==> src/rtl/mini_mips_pkg.sv <==
// Shared definitions for the mini MIPS boot path: loader states and framing constants.
package mini_mips_pkg;

   typedef enum logic [2:0] {
      LdrLenHi,
      LdrLenLo,
      LdrData,
      LdrCsum,
      LdrDone,
      LdrErr
   } ldr_state_e;

   localparam int unsigned LDR_LEN_BYTES = 2;
   localparam int unsigned WORD_BYTES    = 4;

endpackage

==> src/rtl/imem_loader_word_assembler.sv <==
// word_assembler: collects bytes MSB first into 32-bit words.
// word_valid flags the 4th byte of a word; word is valid in that same cycle.
module word_assembler
   import mini_mips_pkg::*;
(
   input  logic        clk,
   input  logic        reset,
   input  logic        clear,
   input  logic        byte_valid,
   input  logic [7:0]  byte_data,
   output logic        word_valid,
   output logic [31:0] word
);

   logic [1:0]  phase_q;
   logic [23:0] shift_q;

   assign word_valid = byte_valid && (phase_q == 2'(WORD_BYTES - 1));
   assign word       = {shift_q, byte_data};

   always_ff @(posedge clk) begin
      if (!reset) begin
         phase_q <= 2'd0;
         shift_q <= 24'd0;
      end else if (clear) begin
         phase_q <= 2'd0;
         shift_q <= 24'd0;
      end else if (byte_valid) begin
         phase_q <= phase_q + 2'd1;
         shift_q <= {shift_q[15:0], byte_data};
      end
   end

endmodule

==> src/rtl/imem_loader.sv <==
// Boot loader: framed byte stream in, word writes to instruction memory out.
// Optional trailing XOR checksum byte enabled by `define IMEM_LOADER_CSUM_EN.
module imem_loader
   import mini_mips_pkg::*;
#(
   parameter logic [31:0] BASE_ADDR   = 32'h0000_0000,
   parameter int unsigned DEPTH_WORDS = 256
) (
   input  logic        clk,
   input  logic        reset,
   input  logic        rearm,
   input  logic        in_valid,
   input  logic [7:0]  in_data,
   output logic        in_ready,
   output logic        mem_we,
   output logic [31:0] mem_addr,
   output logic [31:0] mem_wdata,
   output logic [15:0] words_loaded,
   output logic        cpu_hold,
   output logic        done,
   output logic        error
);

`ifdef IMEM_LOADER_CSUM_EN
   localparam ldr_state_e StAfterData = LdrCsum;
   logic [7:0] csum_q;
`else
   localparam ldr_state_e StAfterData = LdrDone;
`endif

   ldr_state_e  state_q, state_d;
   logic        in_ready_q, mem_we_q, done_q, error_q, hold_q;
   logic [31:0] mem_addr_q, mem_wdata_q;
   logic [15:0] words_q, len_q, len_next;
   logic [7:0]  len_hi_q;
   logic        accept, clear, last_word, word_valid;
   logic [31:0] word;

   assign accept    = in_valid && in_ready_q;
   assign clear     = rearm && (state_q == LdrDone || state_q == LdrErr);
   assign len_next  = {len_hi_q, in_data};
   assign last_word = (words_q + 16'd1) == len_q;

   word_assembler u_word_assembler (
      .clk        (clk),
      .reset      (reset),
      .clear      (clear),
      .byte_valid (accept && (state_q == LdrData)),
      .byte_data  (in_data),
      .word_valid (word_valid),
      .word       (word)
   );

   always_comb begin
      state_d = state_q;
      unique case (state_q)
         LdrLenHi: if (accept) state_d = LdrLenLo;
         LdrLenLo: begin
            if (accept) begin
               if (32'(len_next) > DEPTH_WORDS) state_d = LdrErr;
               else if (len_next == 16'd0)      state_d = StAfterData;
               else                             state_d = LdrData;
            end
         end
         LdrData: if (word_valid && last_word) state_d = StAfterData;
         LdrCsum: begin
`ifdef IMEM_LOADER_CSUM_EN
            if (accept) state_d = (in_data == csum_q) ? LdrDone : LdrErr;
`else
            state_d = LdrErr;
`endif
         end
         LdrDone, LdrErr: if (rearm) state_d = LdrLenHi;
         default: state_d = LdrLenHi;
      endcase
   end

   always_ff @(posedge clk) begin
      if (!reset) begin
         state_q     <= LdrLenHi;
         in_ready_q  <= 1'b0;
         mem_we_q    <= 1'b0;
         mem_addr_q  <= BASE_ADDR;
         mem_wdata_q <= 32'd0;
         words_q     <= 16'd0;
         len_q       <= 16'd0;
         len_hi_q    <= 8'd0;
         done_q      <= 1'b0;
         error_q     <= 1'b0;
         hold_q      <= 1'b1;
      end else begin
         state_q    <= state_d;
         // Status flags follow the state being entered so they line up with it.
         in_ready_q <= (state_d == LdrLenHi) || (state_d == LdrLenLo) ||
                       (state_d == LdrData)  || (state_d == LdrCsum);
         done_q     <= (state_d == LdrDone);
         error_q    <= (state_d == LdrErr);
         hold_q     <= (state_d != LdrDone);
         mem_we_q   <= word_valid;
         if (word_valid) begin
            mem_addr_q  <= BASE_ADDR + {14'd0, words_q, 2'b00};
            mem_wdata_q <= word;
            words_q     <= words_q + 16'd1;
         end
         if (clear) words_q <= 16'd0;
         if (accept && state_q == LdrLenHi) len_hi_q <= in_data;
         if (accept && state_q == LdrLenLo) len_q <= len_next;
      end
   end

`ifdef IMEM_LOADER_CSUM_EN
   always_ff @(posedge clk) begin
      if (!reset || clear) csum_q <= 8'd0;
      else if (accept && state_q != LdrCsum) csum_q <= csum_q ^ in_data;
   end
`endif

   assign in_ready     = in_ready_q;
   assign mem_we       = mem_we_q;
   assign mem_addr     = mem_addr_q;
   assign mem_wdata    = mem_wdata_q;
   assign words_loaded = words_q;
   assign cpu_hold     = hold_q;
   assign done         = done_q;
   assign error        = error_q;

endmodule
==> config.mk <==
export PLATFORM = sky130hd
export DESIGN_NAME = imem_loader
export DESIGN_NICKNAME = d
export VERILOG_FILES = /design/src/rtl/mini_mips_pkg.sv /design/src/rtl/imem_loader_word_assembler.sv /design/src/rtl/imem_loader.sv
export SDC_FILE = /design/constraint.sdc
export NUM_CORES = 1
export LEC_CHECK = 0
export ABC_AREA = 1
export CAP_MARGIN = 10
export CORE_MARGIN = 2
export CORE_UTILIZATION = 55
export CTS_CLUSTER_DIAMETER = 50
export DETAILED_ROUTE_END_ITERATION = 8
export PLACE_DENSITY = 0.91
export SYNTH_ARGS = -nofsm -noshare
export SYNTH_HDL_FRONTEND = slang
export SYNTH_SLANG_ARGS = --single-unit
export TNS_END_PERCENT = 1
==> constraint.sdc <==
create_clock -name clk -period 5 [get_ports clk]
set_input_delay 0.75 -clock clk [delete_from_list [all_inputs] [get_ports clk]]
set_output_delay 0.75 -clock clk [all_outputs]
set_load 0.05 [all_outputs]
=== Word level (Yosys, flattened, before mapping) ===
Index checks and enable logic that the tools add are counted.

* Eq/ne operators: 13
* Reductions and logical operators: 16
* $lt $le $gt $ge: 1
* Multiplexer cells: 7
* Multipliers: 0
* Shifts and indexed selects: 0
* Bitwise operators: 1
* Div/mod/pow operators: 0
* Add/sub/neg operators: 2

{| class="wikitable"
|+ Operators by type and width
! operator !! number
|-
| 3-bit two-way mux || 6
|-
| 16-bit by 1-bit adder with 16-bit output, second input constant || 1
|-
| 16-bit equality test || 1
|-
| 16-bit by 9-bit > comparator with 1-bit output, second input constant || 1
|-
| 16-bit zero test || 1
|-
| 3-bit one-hot mux with 5 select lines || 1
|-
| 3-bit by 2-bit equality test with 1-bit output, second input constant || 4
|-
| 3-bit equality test, second input constant || 4
|-
| 1-bit logical AND || 7
|-
| 3-bit by 1-bit equality test with 1-bit output, second input constant || 2
|-
| 3-bit zero test || 2
|-
| 1-bit logical OR || 4
|-
| 2-bit OR reduction || 2
|-
| 3-bit != test, second input constant || 1
|-
| 2-bit by 1-bit adder with 2-bit output, second input constant || 1
|-
| 2-bit equality test, second input constant || 1
|-
| 1-bit NOT || 1
|}

* Output and inout port bits: 85
* Bits in writable memories: 0
* Memory bits (read-only): 0
* Input port bits: 12
* Flip-flop bits (word level): 122
* Latch bits: 0
* Logic and storage cells: 53
* Memories kept: 0

=== Longest topological paths before layout ===
Gate-level depths: netlist (run 1).

* Word-level depth: 10
* Depth in mapped cells: 16
* Gate-level depth less buffers: 16

=== Hierarchy ===
A second synthesis (run 1) with hierarchy kept.

* Cells, all modules: 737
* Area, all modules: 5484.0 µm²

{| class="wikitable"
|+ By module, submodules not included
! module !! seq. area each (µm²) !! cells each !! instances !! area each (µm²)
|-
| imem_loader || 1921.8 || 610 || 1 || 4319.1
|-
| word_assembler || 520.5 || 127 || 1 || 1164.9
|}

=== Worst setup path before layout (run 1) ===
OpenSTA, ideal clock, no wires.

* Path type: flip-flop to flip-flop
* Start: register words_q[0], in the netlist words_loaded[0]
* End: register hold_q, in the netlist cpu_hold
* Library setup time: 114 ps
* Data required time: 4886 ps
* Period minus slack after synthesis: 2229 ps
* Data arrival time: 2115 ps
* Buffers on the path: 0
* Stages on the path, launching flop included: 17
* Path slack: 2771 ps
* Path through: dfxtp_1 ha_1 nand2_1 nor2_4 nand2_1 nand2_1 nand2_1 nand2_1 nand2_1 nor2_1 nand3_1 nor2_1 nand2_1 nand2_2 nand2_1 nor2_1 nand2_1

* Cells in the longest elaborated chain, start to end: 6

{| class="wikitable"
|+ Ends and longest elaborated chain
! element !! line !! RTL
|-
| start: declaration || imem_loader.sv:34 || <nowiki>logic [15:0] words_q, len_q, len_next;</nowiki>
|-
| start signal: assignment || imem_loader.sv:103 || <nowiki>words_q <= words_q + 16'd1;</nowiki>
|-
| 16-bit by 1-bit adder with 16-bit output || imem_loader.sv:42 || <nowiki>assign last_word = (words_q + 16'd1) == len_q;</nowiki>
|-
| 16-bit equality test || imem_loader.sv:42 ||
|-
| 1-bit logical AND || imem_loader.sv:65 || <nowiki>LdrData: if (word_valid && last_word) state_d = StAfterData;</nowiki>
|-
| 3-bit two-way mux || imem_loader.sv:65 ||
|-
| 3-bit one-hot mux with 5 select lines || imem_loader.sv:56 || <nowiki>unique case (state_q)</nowiki>
|-
| 3-bit != test || imem_loader.sv:98 || <nowiki>hold_q <= (state_d != LdrDone);</nowiki>
|-
| end signal: assignment || imem_loader.sv:98 ||
|-
| end: declaration || imem_loader.sv:32 || <nowiki>logic in_ready_q, mem_we_q, done_q, error_q, hold_q;</nowiki>
|}

No other way between the ends.
A chain may end at the register's enable or synchronous reset.

=== Final worst setup path (run 1) ===
* Start: register words_q[0], in the netlist words_loaded[0]
* End: output words_loaded[0]

{| class="wikitable"
|+ RTL lines
! element !! line !! RTL
|-
| end: declaration || imem_loader.sv:18 || <nowiki>output logic [15:0] words_loaded,</nowiki>
|}

No word-level cell between the ends.

==> impl_metrics.py, run 1 <==
metrics = {
    "status": {
        "status": "completed",
    },
    "clocking": {
        "cts_root_buf": "clkbuf_8",
        "htree_num_levels": 4,
        "clock_latency_ps": 530,
        "cts_tree": "built",
        "cts_setup_buffers": 0,
        "cts_hold_buffers": 0,
        "clockBufferDepth": 2,
        "path_clk_slew_ps": 70,
        "cts_made_buffers": 17,
        "cts_resized": 0,
        "cts.sinks": 122,
    },
    "route": {
        "wl_per_cell_um": 17.1,
        "ant_nets": 0,
        "dr.pass1.iters": 6,
        "drc_errors": 0,
        "routed_wl_um": 14600,
        "vias_per_cell": 5.88,
        "drt-initial-drc-count": 543,
        "vias": 5036,
    },
    "placement": {
        "portBuffers": 80,
        "place_congestion": 0.911,
        "pre_cts_slack_ps": 1990,
        "hpwl_um": 9040,
    },
    "global_route": {
        "antenna_found_initial": 0,
        "overflow": 0,
        "grt_pass1_wl_um": 23300,
        "grt_pass1_vias": 4819,
        "grt_use_total_pct": 29.9,
        "grt_max_degree": 74,
    },
    "logic_synthesis": {
        "syn_avg_cell_area_um2": 7.62,
        "synth_area_leaders": "dfxtp_1 (48%), o21ai_0 (10%), a21oi_1 (7.5%)",
        "yosysTopAreaCellShare_pct": 48.4,
        "syn_area_um2": 5050,
        "seq_area_frac_synth_pct": 48.4,
        "synth_cell_type_count": 31,
        "yosys.area.top_type": "dfxtp_1",
        "yosysWarningCount": 0,
        "syn_inst": 662,
        "ys_seq_elements": 122,
    },
    "final_layout": {
        "finish.utilization_pct": 72.5,
        "final_nets": 749,
        "nFillCells": 622,
        "area_growth_pct": 26.5,
        "drive_above_1_share_pct": 7.22,
        "antenna_cells": 0,
    },
    "sta": {
        "post-route-period-util_pct": 53.0,
        "slew_viol_final": 0,
        "worst_slack_ps": 2350,
        "fin_setup_tns_ps": 0,
        "finalCriticalPeriod_ps": 2650,
        "hold-worst-slack_ps": 457,
        "tightest_slew_ps": 983,
        "hold_viol_final": 0,
        "relSlewSlack_pct": 34.4,
        "rsz0062_at_grt": "false",
        "setup_viol": 0,
        "fmax_ghz": 0.378,
        "clock_skew_ps": 9.34,
    },
    "min_path": {
        "min_path_cells": 2,
        "whs_endpoint": "mem_wdata[31]",
        "worst_hold_path_type": "reg -> reg",
        "holdCritStartpoint": "u_word_assembler.shift_q[23]",
    },
    "floorplanning": {
        "die_area_um2": 9960,
        "die_h_um": 99.8,
        "ios": 97,
        "die_x_um": 99.8,
        "initial_utilization_pct": 57.3,
        "coreArea_um2": 8810,
        "std_cell_rows": 34,
    },
    "worst_setup_path": {
        "crit_path_max_incr_delay_ps": 880,
        "cp_max_fo": 7,
        "crit_buf_inv": 1,
        "crit_chain": "clkdlybuf4s50_1",
        "crit_required_ps": 4250,
        "cp_data_arrival_time_ps": 1900,
        "slowest_stage": "clkdlybuf4s50_1",
        "r2r_end": "u_word_assembler.shift_q[7]",
        "r2r_start": "state_q[1]",
        "reg2reg_slack_ps": 2640,
        "worstSetupPathType": "reg -> out",
        "worstRegToRegCells": 6,
        "cp_top_family": "buffers and inverters",
        "startpoint_type": "register",
        "end_kind": "output port",
    },
    "power_and_ir_drop": {
        "leakagePower_uw": 0.00257,
        "power.density_nw_per_um2": 352,
        "total_power_uw": 2250,
        "max-vdd-ir-drop_v": 0.000244,
    },
    "flow_run": {
        "drv_cap": 0,
    },
}
## state kept, by name, summed over array words and instances (netlist names), 2 cells and up
| signal | count |
|---|---|
| mem_addr | 16 |
| mem_wdata | 32 |
| state_q | 3 |
| len_hi_q | 8 |
| len_q | 16 |
| u_word_assembler.phase_q | 2 |
| words_loaded | 16 |
| u_word_assembler.shift_q | 24 |
## cells by family (layout without fill, tap and decap cells)
group | Yosys count | in the layout | synth area share (%)
and+or+nand+nor | 218 | 218 | 19.2
AOI/OAI and AO/OA | 191 | 191 | 19.3
DFF | 122 | 122 | 48.4
buffers and inverters | 118 | 189 | 9.99
xor gates and xnor gates | 10 | 10 | 2.55
adders and majority gates | 2 | 2 | 0.496
other | 1 | 16 | 0.0743
## layout make-up
type | count | area, um^2 | share of cell area, %
multi-input cells | 437 | 2160 | 33.8
clock buffers | 17 | 414 | 6.49
repair buffers | 86 | 841 | 13.2
well taps | 108 | 135 | 2.12
flip-flops and latches | 122 | 2440 | 38.3
clock inverters | 15 | 129 | 2.02
inverters | 71 | 267 | 4.17
## worst register-to-register path, cell delays in order, from the launching register on
cell and delay [ps]:
dfxtp_1 340, inv_1 100, nand2_1 90, o21ai_1 590, inv_1 680, o21ai_0 330, a21oi_1 90
## layout by cell type, fill, tap and decap left out, types with 4 or more instances in the layout
master and instances:
dfxtp_1 122, o21ai_0 105, nand2_1 79, clkdlybuf4s50_1 79, a21oi_1 76, inv_1 68
nor2_1 64, nand3_1 49, conb_1 16, clkbuf_16 16, nand4_1 9, inv_6 9
buf_4 6, nand2_2 5, xor2_1 5, nor2_4 4, clkinvlp_4 4
## synth_stat cells
master / n
a211oi_1: 2
a21oi_1: 76
a31o_2: 1
a31oi_1: 1
buf_1: 3
buf_2: 1
buf_4: 16
clkbuf_1: 27
clkinv_1: 1
conb_1: 1
dfxtp_1: 122
ha_1: 2
inv_1: 68
inv_2: 2
nand2_1: 79
nand2_2: 5
nand3_1: 49
nand3b_1: 3
nand4_1: 9
nor2_1: 64
nor2_2: 3
nor2_4: 4
nor3_1: 1
nor4_1: 1
o211ai_1: 3
o21ai_0: 105
o21ai_1: 2
o31ai_1: 1
xnor2_1: 2
xnor3_1: 3
xor2_1: 5
## power by group
part	internal (uW)	switching [uW]
registers	986	9.60
clock network	626	511
logic	30.5	87.7
total	1640	608
## worst max path at each step
stage	start	end	slack, ps	cells past startpoint
after floorplan	words_loaded[0]	cpu_hold	2770	16
after detailed placement	rearm	u_word_assembler.shift_q[9]	1990	6
final	words_loaded[0]	words_loaded[0]	2350	1
after global placement	in_valid	cpu_hold	2200	15
after CTS	words_loaded[0]	words_loaded[0]	2350	1
after global routing	words_loaded[8]	words_loaded[8]	2330	1
## metrics by stage
stage | instances | cell area (um^2)
floorplan | 677 | 5100
global placement | 824 | 5840
detailed placement | 824 | 5840
CTS | 856 | 6380
global route | 856 | 6380
finish | 856 | 6380
## metal layers
| metal | track usage, % | routed length (um) | vias to the layer above |
|---|---|---|---|
| li1 | - | - | 2312 |
| met1 | 34.6 | 5550 | 2355 |
| met2 | 52.6 | 7460 | 315 |
| met3 | 6.48 | 1200 | 54 |
| met4 | 14.6 | 403 | 0 |
| met5 | 0 | 0 | - |
Power figures use the tool's default switching activity.
==> run 2, diff against run 1 <==
Settings changed: CORE_UTILIZATION 55 to 47, PLACE_DENSITY 0.91 to 0.83.
Clock period 5 ns to 2.39 ns, I/O delays scaled along.
==> impl_metrics.py, run 2 (synthesis results as in run 1) <==
metrics = {
    "placement": {
        "place_congestion": 0.849,
        "portBuffers": 80,
        "hpwl_um": 9160,
    },
    "route": {
        "vias": 4915,
        "drc_errors": 0,
        "vias_per_cell": 5.50,
        "drt-initial-drc-count": 427,
        "routed_wl_um": 13600,
        "wl_per_cell_um": 15.2,
        "ant_nets": 0,
        "dr.pass1.iters": 5,
    },
    "worst_setup_path": {
        "critical_path.endpoint": "words_loaded[4]",
        "cp_data_arrival_time_ps": 1860,
        "r2r_start": "words_loaded[0]",
        "crit_required_ps": 2030,
        "crit_path_max_incr_delay_ps": 870,
        "r2r_end": "cpu_hold",
        "crit_chain": "clkdlybuf4s50_1",
        "crit_cells": 1,
        "reg2reg_slack_ps": 250,
        "worstSetupPathType": "reg -> out",
        "end_kind": "output port",
        "startpoint_type": "register",
        "startpoint": "words_loaded[4]",
        "cp_top_family": "buffers and inverters",
        "cp_max_fo": 7,
        "crit_buf_inv": 1,
        "slowest_stage": "clkdlybuf4s50_1",
        "worstRegToRegCells": 16,
    },
    "floorplanning": {
        "ios": 97,
        "die_x_um": 108,
        "initial_utilization_pct": 48.7,
        "coreArea_um2": 10400,
        "std_cell_rows": 37,
        "die_area_um2": 11600,
        "die_h_um": 108,
    },
    "final_layout": {
        "most-common-layout-cells": "dfxtp_1 (121), o21ai_0 (105), clkdlybuf4s50_1 (79)",
        "finish.utilization_pct": 63.3,
        "layout_commonest_cell": "dfxtp_1",
        "multi_input_area_um2": 2180,
        "nFillCells": 859,
        "area_growth_pct": 30.0,
        "seqCellArea_um2": 2440,
        "antenna_cells": 0,
        "drive_above_1_share_pct": 9.10,
        "largest_register_ffs": 32,
        "final_nets": 759,
    },
    "global_route": {
        "grt_use_total_pct": 24.2,
        "overflow": 0,
        "grt_max_degree": 59,
        "antenna_found_initial": 0,
        "grt_pass1_wl_um": 22100,
        "grt_pass1_vias": 4748,
    },
    "sta": {
        "clock_skew_ps": 7.39,
        "hold_viol_final": 0,
        "post-route-period-util_pct": 92.9,
        "setup_viol": 0,
        "relSlewSlack_pct": 36.9,
        "slew_viol_final": 0,
        "tightest_slew_ps": 946,
        "finalCriticalPeriod_ps": 2220,
        "fin_setup_tns_ps": 0,
        "fmax_ghz": 0.450,
        "hold-worst-slack_ps": 263,
    },
    "clocking": {
        "cts_hold_buffers": 0,
        "cts.sinks": 122,
        "cts_root_buf": "clkbuf_8",
        "path_clk_slew_ps": 60,
        "clockBufferDepth": 2,
        "cts_tree": "built",
        "cts_made_buffers": 17,
        "cts_setup_buffers": 0,
        "htree_num_levels": 4,
        "clock_latency_ps": 510,
    },
    "flow_run": {
        "drv_cap": 0,
    },
    "power_and_ir_drop": {
        "power.density_nw_per_um2": 734,
        "leakagePower_uw": 0.00264,
        "max-vdd-ir-drop_v": 0.000467,
        "total_power_uw": 4820,
    },
    "min_path": {
        "worst_hold_path_type": "in -> reg",
    },
    "status": {
        "status": "completed",
    },
}
## run 2: power by group
group	internal (uW)	switching [uW]
Combinational	70.7	182
Sequential	2060	19.3
Clock	1500	981
Total	3640	1180
## run 2: repair_timing
action	CTS	global route
resized for setup	0	5
hold endpoints to repair	0	0
setup endpoints to repair	0	3
## run 2: worst register-to-register path, stage by stage, from the launching register on
cell and delay, ps:
dfxtp_1 380, ha_2 230, nand2_2 110, nor2_4 220
nand2_1 80, nand2_1 80, nand2_1 70, nand2_1 60
nand2_1 40, nor2_1 100, nand3_1 120, nor2_1 100
nand2_1 130, nand2_2 110, nand2_1 60, nor2_1 80
nand2_1 50
## run 2: area by class of cell
cell class	count	share of cell area [%]
multi-input combinational	438	33.2
sequential	122	37.2
clock buffer	17	6.31
inverter	71	4.06
clock inverter	15	2.50
timing repair buffer	95	14.0
tap	136	2.59
## run 2: how the worst min path moves through the flow
stage | startpoint | to | slack, ps | cells past startpoint
final | reset | state_q[2] | 260 | 3
after global routing | reset | state_q[2] | 290 | 3
after CTS | reset | len_q[13] | 250 | 3
after detailed placement | u_word_assembler.shift_q[22] | mem_wdata[30] | 440 | 2
after global placement | u_word_assembler.shift_q[23] | mem_wdata[31] | 430 | 2
after floorplan | u_word_assembler.shift_q[17] | mem_wdata[25] | 420 | 2
## run 2: stage by stage
| stage | std cells | setup slack (ps) | cell area (um^2) |
|---|---|---|---|
| final | 894 | 169 | 6560 |
| after global routing | 894 | -17.1 | 6560 |
| after CTS | 893 | 160 | 6540 |
| after detailed placement | 861 | 102 | 5960 |
| after global placement | 861 | 94.2 | 5960 |
| after floorplan | 677 | 161 | 5100 |
## run 2: per-layer routing
metal	GRT usage [%]	share of wire (%)
met1	28.2	38
met3	5.08	8.1
met5	0	0
met4	13.7	4.2
met2	40.9	50
==> run 3, diff against run 2 <==
Settings changed: CELL_PAD_IN_SITES_DETAIL_PLACEMENT set to 1, CELL_PAD_IN_SITES_GLOBAL_PLACEMENT set to 2, CORE_UTILIZATION 47 to 32, PLACE_DENSITY 0.83 to 0.92.
Clock period 2.39 ns to 2.7 ns, I/O delays scaled along.
==> impl_metrics.py, run 3 (synthesis results as in run 1) <==
metrics = {
    "final_layout": {
        "final_nets": 756,
        "antenna_cells": 0,
        "largest_register_ffs": 32,
        "area_growth_pct": 31.7,
        "drive_above_1_share_pct": 7.68,
        "most-common-layout-cells": "dfxtp_1 (122), o21ai_0 (105), nand2_1 (79), clkdlybuf4s50_1 (79), a21oi_1 (76)",
        "layout_commonest_cell": "dfxtp_1",
        "nFillCells": 1878,
    },
    "global_route": {
        "grt_pass1_wl_um": 25500,
        "overflow": 0,
        "grt_use_total_pct": 19.5,
        "use_met3_pct": 4.34,
        "antenna_found_initial": 0,
        "grt_use_met2_pct": 33.8,
        "grt_max_degree": 73,
        "use_met1_pct": 24.1,
        "grt_pass1_vias": 5013,
        "grt-busiest-layer": "met2",
    },
    "sta": {
        "hold_viol_final": 0,
        "post-route-period-util_pct": 84.7,
        "relSlewSlack_pct": 55.2,
        "fmax_ghz": 0.437,
        "slew_viol_final": 0,
        "fin_setup_tns_ps": 0,
        "rsz0062_at_grt": "false",
        "finalCriticalPeriod_ps": 2290,
        "setup_viol": 0,
        "clock_skew_ps": 7.92,
        "tightest_slew_ps": 673,
    },
    "clocking": {
        "htree_num_levels": 4,
        "cts_resized": 0,
        "cts.sinks": 122,
        "cts_root_buf": "clkbuf_16",
        "cts_tree": "built",
        "clockBufferDepth": 2,
        "cts_made_buffers": 17,
        "clock_latency_ps": 420,
        "cts_hold_buffers": 0,
        "path_clk_slew_ps": 60,
        "cts_setup_buffers": 0,
    },
    "min_path": {
        "worst_hold_path_type": "in -> reg",
    },
    "route": {
        "drc_errors": 0,
        "ant_nets": 0,
        "vias": 4707,
        "dr.pass1.iters": 4,
        "drt-initial-drc-count": 242,
        "routed_wl_um": 15700,
        "vias_per_cell": 4.87,
        "wl_per_cell_um": 16.3,
    },
    "power_and_ir_drop": {
        "power.density_nw_per_um2": 675,
        "power_frac_clock_pct": 53.8,
        "internal_power_uw": 3460,
        "switching_share_pct": 22.9,
        "p_comb_share_pct": 5.1,
        "max-vdd-ir-drop_v": 0.000441,
        "p_switching_uw": 1030,
        "total_power_uw": 4490,
        "p_seq_share_pct": 41.1,
        "leakagePower_uw": 0.00264,
    },
    "floorplanning": {
        "die_h_um": 130,
        "die_area_um2": 16800,
        "coreArea_um2": 15300,
        "die_x_um": 130,
        "ios": 97,
        "std_cell_rows": 45,
        "initial_utilization_pct": 33.0,
    },
    "flow_run": {
        "drv_cap": 0,
    },
    "worst_setup_path": {
        "cp_data_arrival_time_ps": 2600,
        "crit_required_ps": 3010,
        "cp_max_fo": 6,
        "startpoint_type": "register",
        "worstSetupPathType": "reg -> reg",
        "end_kind": "register",
    },
    "status": {
        "status": "completed",
    },
    "placement": {
        "portBuffers": 80,
        "place_congestion": 0.827,
        "hpwl_um": 10700,
    },
}
[run 3: critical path: stages (launching register included)]
cell and delay (ps):
dfxtp_1 410, ha_1 230, nand3_1 210, nor2_2 270, nand2_1 80, nand2_1 120
nor2_1 60, nor2_1 110, nand3_1 90, nor2_1 120, nand2_1 150, nand2_2 120
nand2_1 60, nor2_1 90, nand2_1 60
[run 3: metal layers]
metal  share of wire, %  vias to the layer above
met5                  0                        -
met4                1.3                        0
li1                   -                     2316
met2                 49                       88
met1                 46                     2286
met3                3.7                       17
[run 3: path summary, 6_finish.rpt]
path	from	to	slack [ps]	cells past startpoint
worst max-delay path	words_loaded[1]	cpu_hold	410	14
worst min-delay path	reset	error	350	3
worst max register to register	words_loaded[1]	cpu_hold	410	14
worst min register to register	u_word_assembler.shift_q[19]	mem_wdata[27]	450	2
[run 3: layout make-up]
cell class / count / area [um^2] / area share, %
Clock buffer: 22 / 454 / 6.83
Clock inverter: 10 / 166 / 2.50
Tap cell: 211 / 264 / 3.97
Sequential cell: 122 / 2440 / 36.7
Inverter: 71 / 267 / 4.01
Timing Repair Buffer: 93 / 893 / 13.4
Multi-Input combinational cell: 437 / 2160 / 32.5
[run 3: power by group through the flow]
| stage | combinational [uW] | clock [uW] | sequential (uW) |
|---|---|---|---|
| final | 228 | 2420 | 1840 |
| after global routing | 250 | 2530 | 1850 |
| after CTS | 228 | 2450 | 1840 |
| after detailed placement | 225 | 0 | 1880 |
| after global placement | 220 | 0 | 1880 |
| after floorplan | 169 | 0 | 1880 |
[run 3: metrics by stage]
stage          area (um^2)  std cells  hold WS [ps]  setup slack, ps  utilization [%]
6_report              6650        966           352              414             43.4
5_1_grt               6650        966           368              137             43.4
4_1_cts               6650        966           340              374             43.4
2_1_floorplan         5100        677           420              471                -
3_3_place_gp          6030        934           437              275             39.3
3_5_place_dp          6030        934           439              253             39.3
